==> config.mk <==
export PLATFORM = sky130hd
export DESIGN_NAME = fork_join_sched
export DESIGN_NICKNAME = d
export VERILOG_FILES = /design/src/rtl/fork_join_pkg.sv /design/src/rtl/fork_join_sched_branch_timer.sv /design/src/rtl/fork_join_sched.sv
export SDC_FILE = /design/constraint.sdc
export NUM_CORES = 1
export LEC_CHECK = 0
export CAP_MARGIN = 10
export CELL_PAD_IN_SITES_DETAIL_PLACEMENT = 1
export CELL_PAD_IN_SITES_GLOBAL_PLACEMENT = 1
export CORE_MARGIN = 4
export CORE_UTILIZATION = 42
export CTS_CLUSTER_DIAMETER = 40
export DETAILED_ROUTE_END_ITERATION = 10
export GPL_TIMING_DRIVEN = 0
export PLACE_DENSITY = 0.95
export SLEW_MARGIN = 30
export SYNTH_ARGS = -nofsm -noshare
export SYNTH_HDL_FRONTEND = slang
export SYNTH_SLANG_ARGS = --single-unit
==> constraint.sdc <==
create_clock -name clk -period 6.74 [get_ports clk]
set_input_delay 2.022 -clock clk [delete_from_list [all_inputs] [get_ports clk]]
set_output_delay 2.022 -clock clk [all_outputs]
set_load 0.05 [all_outputs]
==> src/rtl/fork_join_pkg.sv <==
// Shared types and constants for the fork/join branch scheduler.
package fork_join_pkg;

    typedef enum logic [1:0] {
        IDLE    = 2'd0,
        RUN_PAR = 2'd1,
        RUN_SEQ = 2'd2,
        JOIN    = 2'd3
    } state_t;

    localparam logic MODE_PAR = 1'b0;
    localparam logic MODE_SEQ = 1'b1;

    // Elapsed counter width: wide enough for N_BR back-to-back maximum delays.
    function automatic int calc_ew(input int n_br, input int dw);
        return dw + $clog2(n_br);
    endfunction

endpackage

==> src/rtl/fork_join_sched_branch_timer.sv <==
// One branch: DW-bit down-counter that pulses fire_pulse once when its delay
// elapses, or is retired silently by kill. complete marks either outcome.
module branch_timer #(
    parameter int DW = 8
) (
    input  logic          clk,
    input  logic          rst,
    input  logic          load,
    input  logic [DW-1:0] load_val,
    input  logic          enable,
    input  logic          kill,
    output logic          fire_pulse,
    output logic          complete
);

    logic [DW-1:0] cnt;

    // Count down while enabled; kill beats expiry in the same cycle.
    always_ff @(posedge clk) begin
        if (rst) begin
            cnt        <= '0;
            fire_pulse <= 1'b0;
            complete   <= 1'b0;
        end else begin
            fire_pulse <= 1'b0;
            if (load) begin
                // A zero delay behaves like a one-cycle delay.
                cnt      <= (load_val == '0) ? DW'(1) : load_val;
                complete <= 1'b0;
            end else if (!complete) begin
                if (kill) begin
                    complete <= 1'b1;
                end else if (enable) begin
                    if (cnt == DW'(1)) begin
                        fire_pulse <= 1'b1;
                        complete   <= 1'b1;
                    end else begin
                        cnt <= cnt - DW'(1);
                    end
                end
            end
        end
    end

endmodule

==> src/rtl/fork_join_sched.sv <==
// Fork/join scheduler: launches N_BR timed branches in parallel or in
// sequence, supports per-branch kill and global abort, reports join.
module fork_join_sched
    import fork_join_pkg::*;
#(
    parameter int N_BR = 4,
    parameter int DW   = 8,
    parameter int EW   = calc_ew(N_BR, DW)
) (
    input  logic               clk,
    input  logic               rst,
    input  logic               start,
    input  logic               seq_mode,
    input  logic [N_BR*DW-1:0] delay_i,
    input  logic [N_BR-1:0]    kill_mask,
    input  logic               abort,
    output logic               busy,
    output logic [N_BR-1:0]    fire,
    output logic               done,
    output logic               aborted,
    output logic [EW-1:0]      elapsed
);

    localparam int IW = $clog2(N_BR);

    state_t          state, state_n;
    logic            running, load, all_cmp, done_n, aborted_n;
    logic [N_BR-1:0] complete, br_en, br_kill;
    logic [IW-1:0]   idx;

    assign running = (state == RUN_PAR) || (state == RUN_SEQ);
    assign load    = (state == IDLE) && start;
    assign all_cmp = &complete;

    // Sequential pointer: lowest branch not yet fired or killed, so branches
    // killed ahead of time are skipped without costing a cycle.
    always_comb begin
        idx = '0;
        for (int k = N_BR - 1; k >= 0; k--) begin
            if (!complete[k]) idx = IW'(k);
        end
    end

    for (genvar k = 0; k < N_BR; k++) begin : g_br
        assign br_en[k]   = running && ((state == RUN_PAR) || (idx == IW'(k)));
        // Abort retires every branch so no late fire can escape.
        assign br_kill[k] = running && (kill_mask[k] || abort);

        branch_timer #(.DW(DW)) u_tmr (
            .clk        (clk),
            .rst        (rst),
            .load       (load),
            .load_val   (delay_i[k*DW +: DW]),
            .enable     (br_en[k]),
            .kill       (br_kill[k]),
            .fire_pulse (fire[k]),
            .complete   (complete[k])
        );
    end

    // Next-state and pulse decode; abort takes priority over join.
    always_comb begin
        state_n   = state;
        done_n    = 1'b0;
        aborted_n = 1'b0;
        case (state)
            IDLE: begin
                if (start) state_n = (seq_mode == MODE_SEQ) ? RUN_SEQ : RUN_PAR;
            end
            RUN_PAR, RUN_SEQ: begin
                if (abort) begin
                    state_n   = IDLE;
                    aborted_n = 1'b1;
                end else if (all_cmp) begin
                    state_n = JOIN;
                    done_n  = 1'b1;
                end
            end
            JOIN:    state_n = IDLE;
            default: state_n = IDLE;
        endcase
    end

    // State and registered outputs; elapsed freezes on the join/abort edge.
    always_ff @(posedge clk) begin
        if (rst) begin
            state   <= IDLE;
            busy    <= 1'b0;
            done    <= 1'b0;
            aborted <= 1'b0;
            elapsed <= '0;
        end else begin
            state   <= state_n;
            busy    <= (state_n == RUN_PAR) || (state_n == RUN_SEQ);
            done    <= done_n;
            aborted <= aborted_n;
            if (load) begin
                elapsed <= '0;
            end else if (running && !abort && !all_cmp && (elapsed != '1)) begin
                elapsed <= elapsed + EW'(1);
            end
        end
    end

endmodule

==> results of run 1 <==
## through the flow
stage	setup slack [ns]	util	hold WS, ns
2_1_floorplan	3.02	-	0.472
3_3_place_gp	2.37	0.534	0.497
3_5_place_dp	2.23	0.534	0.505
4_1_cts	2.55	0.547	0.524
5_1_grt	2.39	0.547	0.559
6_report	2.56	0.547	0.519
## worst min-delay path by stage
stage,cells after the start,endpoint,start,slack [ns]
finish,2,elapsed[9],elapsed[9],0.52
global placement,2,g_br[0].u_tmr.cnt[6],g_br[0].u_tmr.cnt[6],0.50
CTS,2,elapsed[9],elapsed[9],0.52
floorplan,2,g_br[0].u_tmr.cnt[6],g_br[0].u_tmr.cnt[6],0.47
global route,2,elapsed[9],elapsed[9],0.56
detailed placement,2,elapsed[9],elapsed[9],0.51
## worst register-to-register path: cells and delay by family (launching register included)
family	cells	cell delay, ns
and+or+nand+nor	3	1.30
AOI/OAI and AO/OA	1	0.26
adders and majority gates	1	0.42
DFF	1	0.42
buffers and inverters	2	0.26
## area by class of cell
class / instances / area (µm²)
Sequential cell: 55 / 1100
Inverter: 16 / 60.1
Clock inverter: 3 / 25.0
Fill cell: 881 / 3320
Multi-Input combinational cell: 297 / 1950
Clock buffer: 5 / 68.8
Tap cell: 99 / 124
Timing Repair Buffer: 57 / 571
Buffer: 23 / 108
## cell usage in the layout, fill, tap and decap left out, types with 4 or more instances in the layout
| cell type | instances |
|---|---|
| buf_2 | 5 |
| a21oi_1 | 15 |
| ha_1 | 12 |
| nand2_1 | 25 |
| dfxtp_1 | 55 |
| nand3_1 | 15 |
| and3_1 | 5 |
| or3_1 | 14 |
| o2111ai_1 | 5 |
| o21ai_0 | 21 |
| a31oi_1 | 4 |
| xnor2_1 | 4 |
| nand4_1 | 6 |
| nand2b_1 | 4 |
| a211oi_1 | 11 |
| o31ai_1 | 11 |
| nor4_1 | 11 |
| nor3_1 | 20 |
| inv_1 | 16 |
| nor2_1 | 33 |
| or4_1 | 13 |
| a311oi_1 | 15 |
| clkbuf_8 | 5 |
| clkdlybuf4s50_1 | 57 |
| buf_4 | 4 |
| clkbuf_1 | 12 |
## logic make-up (layout without fill, tap and decap cells)
kind of cell / after synthesis / in the layout / share of synthesized area
flops: 55 / 55 / 0.342
xor+xnor: 7 / 7 / 0.0191
fa+ha+maj: 12 / 12 / 0.0467
buf+inv: 39 / 104 / 0.0521
mux: 3 / 3 / 0.00933
simple gates: 174 / 174 / 0.308
compound gates: 101 / 101 / 0.223
## state kept, by name, summed over array words and instances (netlist names)
register,cells
done,1
state,2
busy,1
g_br.u_tmr.cnt,32
aborted,1
elapsed,10
g_br.u_tmr.fire_pulse,4
g_br.u_tmr.complete,4
## power groups by stage
stage	clock [mW]	sequential (mW)	combinational, mW
floorplan	0	0.410	0.203
global placement	0	0.409	0.297
detailed placement	0	0.413	0.315
CTS	0.196	0.407	0.318
global route	0.212	0.415	0.353
finish	0.195	0.408	0.319
## layer usage
| metal | global-route usage | up-vias | part of all wire |
|---|---|---|---|
| met4 | 0.0640 | 0 | 0.014 |
| met5 | 0 | - | 0 |
| met3 | 0.0560 | 17 | 0.045 |
| met1 | 0.303 | 1666 | 0.44 |
| met2 | 0.422 | 81 | 0.50 |
| li1 | - | 1636 | - |
==> results.cfg, run 1 <==
[global_routing]
grtUsageTotal = 0.244
antenna_found_initial = 0
grt_pass1_wl_mm = 17.7
grt_pass1_vias = 3700
grt_max_degree = 19
gr-total-overflow = 0

[place]
dp.cells = 547
port-buffer-count = 57
place_congestion = 0.898
hpwl_mm = 8.24
place_area_um2 = 3910

[floorplanning]
io_pins = 58
die-area_um2 = 9130
core-area_um2 = 7330
start_util = 0.439
die_w_um = 95.5
die_h_um = 95.5
row_count = 31

[job]
cap_violations = 0

[setup_path]
crit_path_cell_trace = clkdlybuf4s50_1, clkbuf_1, nor4b_2, o211ai_1, or4_1, a311oi_1
cp_slowest_cell = nor4b_2
path_max_fanout = 10
cp-start-kind = primary input
r2r_start = state[0]
critical_path.startpoint = abort
arrival_ns = 4.41
path_depth = 6
worstPathRequired_ns = 6.96
path_class = in -> reg
r2r_end = g_br[2].u_tmr.cnt[3]
crit_buf_inv = 2
r2r_cells = 7
critical_path.top_delay_family = simple AND/OR/NAND/NOR gates
r2r_slack_ns = 4.01
crit_path_max_incr_delay_ns = 0.61
cp-endpoint = g_br[0].u_tmr.cnt[5]
end_kind = flop

[cts]
cts_setup_buffers = 0
cts_tree = built
post_cts_resized = 0
holdBufCountCts = 0
root_buffer = clkbuf_8
path_clk_slew_ns = 0.11
cts_max_level = 2
cts.path.max_buffers = 2
clock_latency_ns = 0.32
numCtsBuffers = 5
clkSinkCount = 55

[pwr]
internal_power_mw = 0.564
ir_drop_v = 0.000108
power_mw = 0.922
netSwitchingFraction = 0.388
combPwrFrac = 0.346
p_per_area_nw_per_um2 = 230
clockPowerShare = 0.211
seqPwrFrac = 0.442
p_leak_nw = 1.36
power.switching_mw = 0.358

[detailed_routing]
dr.pass1.iters = 4
drc = 0
wire_per_inst_um = 19.0
vias_per_cell = 6.13
wl_mm = 10.6
drtAntennaViolNets = 0
vias = 3400
drtIter0Drc = 117

[sta]
skew_ns = 0.0137
min_period_over_period = 0.621
max-slew-margin-rel = 0.451
max_freq_ghz = 0.239
worstMarginPinSlew_ns = 0.817
slew_violations = 0
layout_min_cycle_time_ns = 4.18
finalHoldViolCount = 0
fin_tns_setup_ns = 0
setup_viol = 0
rsz0062_at_grt = no

[synthesis]
ys_types = 59
synth_common_cells = dfxtp_1, nor2_1, nand2_1, o21ai_0, nor3_1
yosys.area.top_type_share = 0.342
yosysWarnings = 0
synth_top_flop_cell = dfxtp_1
synth_edf_count = 0
synth.ff_latch_count = 55
ys_seq_area_frac = 0.342
synth_area_um2 = 3220
syn_inst = 391
synthTopCellsByArea = dfxtp_1, ha_1, a311oi_1
synth.most_common_cell = dfxtp_1
synth_largest_area_cell = dfxtp_1
syn_nets = 444
synth_async_sr_flop_share = 0
avgSynthCellArea_um2 = 8.23

[hold_path]
hp-class = reg -> reg

[final_layout]
drive_gt1_frac = 0.0680
areaGrowthSynthToFinish_pct = 24.5
finalInstanceArea_um2 = 4010
final_cells = 555
nNetsFinal = 508
diodes = 0

[outcome]
outcome = finished clean
(Power assumes the default switching activity.)
==> run 2: changes to the inputs <==
--- a/config.mk
+++ b/config.mk
@@ -9,11 +9,11 @@
 export CELL_PAD_IN_SITES_DETAIL_PLACEMENT = 1
 export CELL_PAD_IN_SITES_GLOBAL_PLACEMENT = 1
 export CORE_MARGIN = 4
-export CORE_UTILIZATION = 42
+export CORE_UTILIZATION = 39
 export CTS_CLUSTER_DIAMETER = 40
 export DETAILED_ROUTE_END_ITERATION = 10
 export GPL_TIMING_DRIVEN = 0
-export PLACE_DENSITY = 0.95
+export PLACE_DENSITY = 0.91
 export SLEW_MARGIN = 30
 export SYNTH_ARGS = -nofsm -noshare
 export SYNTH_HDL_FRONTEND = slang
==> constraint.sdc (replaced) <==
create_clock -name clk -period 4.1 [get_ports clk]
set_input_delay 1.23 -clock clk [delete_from_list [all_inputs] [get_ports clk]]
set_output_delay 1.23 -clock clk [all_outputs]
set_load 0.05 [all_outputs]
==> run 2 against run 1 <==
  * Combinational power up 67%
  * Core utilization down 3.9 points
  * Total power up 64%
  * Sequential power up 65%
  * Non-clock buffer count unchanged
  * Register-to-register slack worse by 2.6 ns
  * Worst setup slack worse by 1.8 ns
  * Critical endpoint is now g_br[1].u_tmr.cnt[5]
  * First-iteration DRC count up 51%
  * Sequential cell count unchanged
==> results.cfg, run 2 (synthesis results as in run 1) <==
[cts]
numCtsBuffers = 5
clkSinkCount = 55
cts.path.max_buffers = 2
post_cts_resized = 0
clock_latency_ns = 0.31
holdBufCountCts = 0
cts_tree = built
cts_max_level = 2
path_clk_slew_ns = 0.10
cts_setup_buffers = 0
root_buffer = clkbuf_8

[setup_path]
r2r_end = g_br[2].u_tmr.cnt[3]
path_max_fanout = 10
arrival_ns = 3.56
cp-endpoint = g_br[1].u_tmr.cnt[5]
r2r_cells = 7
cp-start-kind = primary input
worstPathRequired_ns = 4.33
r2r_slack_ns = 1.37
r2r_start = state[0]
end_kind = flop
path_class = in -> reg
critical_path.startpoint = abort

[floorplanning]
die_w_um = 98.8
start_util = 0.408
io_pins = 58
die-area_um2 = 9770
die_h_um = 98.8
row_count = 32
core-area_um2 = 7890

[sta]
setup_ws_ns = 0.769
slew_violations = 0
max_freq_ghz = 0.300
fin_tns_setup_ns = 0
min_period_over_period = 0.812
setup_viol = 0
finalHoldViolCount = 0
worstMarginPinSlew_ns = 0.810
whs_ns = 0.523
rsz0062_at_grt = no
layout_min_cycle_time_ns = 3.33
skew_ns = 0.00331
max-slew-margin-rel = 0.455

[detailed_routing]
wl_mm = 10.8
vias_per_cell = 6.14
vias = 3426
wire_per_inst_um = 19.4
drtAntennaViolNets = 0
drtIter0Drc = 177
dr.pass1.iters = 4
drc = 0

[pwr]
p_leak_nw = 1.36
p_per_area_nw_per_um2 = 378
power_mw = 1.51
ir_drop_v = 0.000170

[global_routing]
grt_pass1_wl_mm = 17.5
grt_max_degree = 16
gr-total-overflow = 0
grtUsageTotal = 0.218
antenna_found_initial = 0
grt_pass1_vias = 3519

[final_layout]
layout_common_cells = clkdlybuf4s50_1, dfxtp_1, nor2_1
top_regs = g_br.u_tmr.cnt: 32 flops, elapsed: 10 flops
final_common_cell = clkdlybuf4s50_1
largest_reg_flops = 32
drive_gt1_frac = 0.0658
final_cells = 558
fin_util = 0.507
diodes = 0
regMostFlops = g_br.u_tmr.cnt
areaGrowthSynthToFinish_pct = 24.4
finalInstanceArea_um2 = 4000
nNetsFinal = 508

[place]
hpwl_mm = 8.12
pre_cts_ws_ns = 0.450
place_congestion = 0.878
dp.cells = 550
place_area_um2 = 3920
port-buffer-count = 57

[job]
cap_violations = 0

[hold_path]
hp-class = reg -> reg

[outcome]
outcome = finished clean
-- run 2: worst min-delay path by stage --
| stage | startpoint | end | slack, ns | cells past startpoint |
|---|---|---|---|---|
| after floorplan | g_br[0].u_tmr.cnt[6] | g_br[0].u_tmr.cnt[6] | 0.47 | 2 |
| after global placement | elapsed[9] | elapsed[9] | 0.49 | 2 |
| after detailed placement | elapsed[9] | elapsed[9] | 0.51 | 2 |
| after CTS | elapsed[9] | elapsed[9] | 0.52 | 2 |
| after global routing | g_br[0].u_tmr.cnt[6] | g_br[0].u_tmr.cnt[6] | 0.54 | 2 |
| final | elapsed[9] | elapsed[9] | 0.52 | 2 |
-- run 2: worst max-delay path, stage by stage --
cell and delay [ns]:
clkdlybuf4s50_1 0.46, clkbuf_1 0.26, nor4b_2 0.48, nand4_1 0.31
or4_1 0.57, a311oi_1 0.25
-- run 2: routing by layer --
layer	routed length, µm	up-vias	track usage
li1	-	1632	-
met1	4830	1692	0.270
met2	5430	81	0.383
met3	343	21	0.0304
met4	217	0	0.0809
met5	0	-	0
-- run 2: power breakdown --
part / switching, mW / internal, mW / total [mW]
clock network: 0.188 / 0.121 / 0.309
registers: 0.0723 / 0.599 / 0.672
logic: 0.325 / 0.207 / 0.532
total: 0.585 / 0.927 / 1.51
-- run 2: area by class of cell --
class                           count  area, µm²
Buffer                             23        108
Clock buffer                        7       76.3
Clock inverter                      1       5.00
Fill cell                         968       3880
Inverter                           16       60.1
Multi-Input combinational cell    297       1950
Sequential cell                    55       1100
Tap cell                          102        128
Timing Repair Buffer               57        571
==> run 3: changes to the inputs <==
==> constraint.sdc (replaced) <==
create_clock -name clk -period 3.2 [get_ports clk]
set_input_delay 0.96 -clock clk [delete_from_list [all_inputs] [get_ports clk]]
set_output_delay 0.96 -clock clk [all_outputs]
set_load 0.05 [all_outputs]
==> results of run 3 <==
Same layout as run 2 (identical final DEF). Status: finished clean.
Among the figures that moved: setup slack after placement 0.450 ns -> -0.180 ns; setup slack after layout 0.769 ns -> 0.139 ns; register-to-register setup slack 1.37 ns -> 0.47 ns; total power 1.51 mW -> 1.94 mW; worst IR drop on VDD 0.000170 V -> 0.000218 V
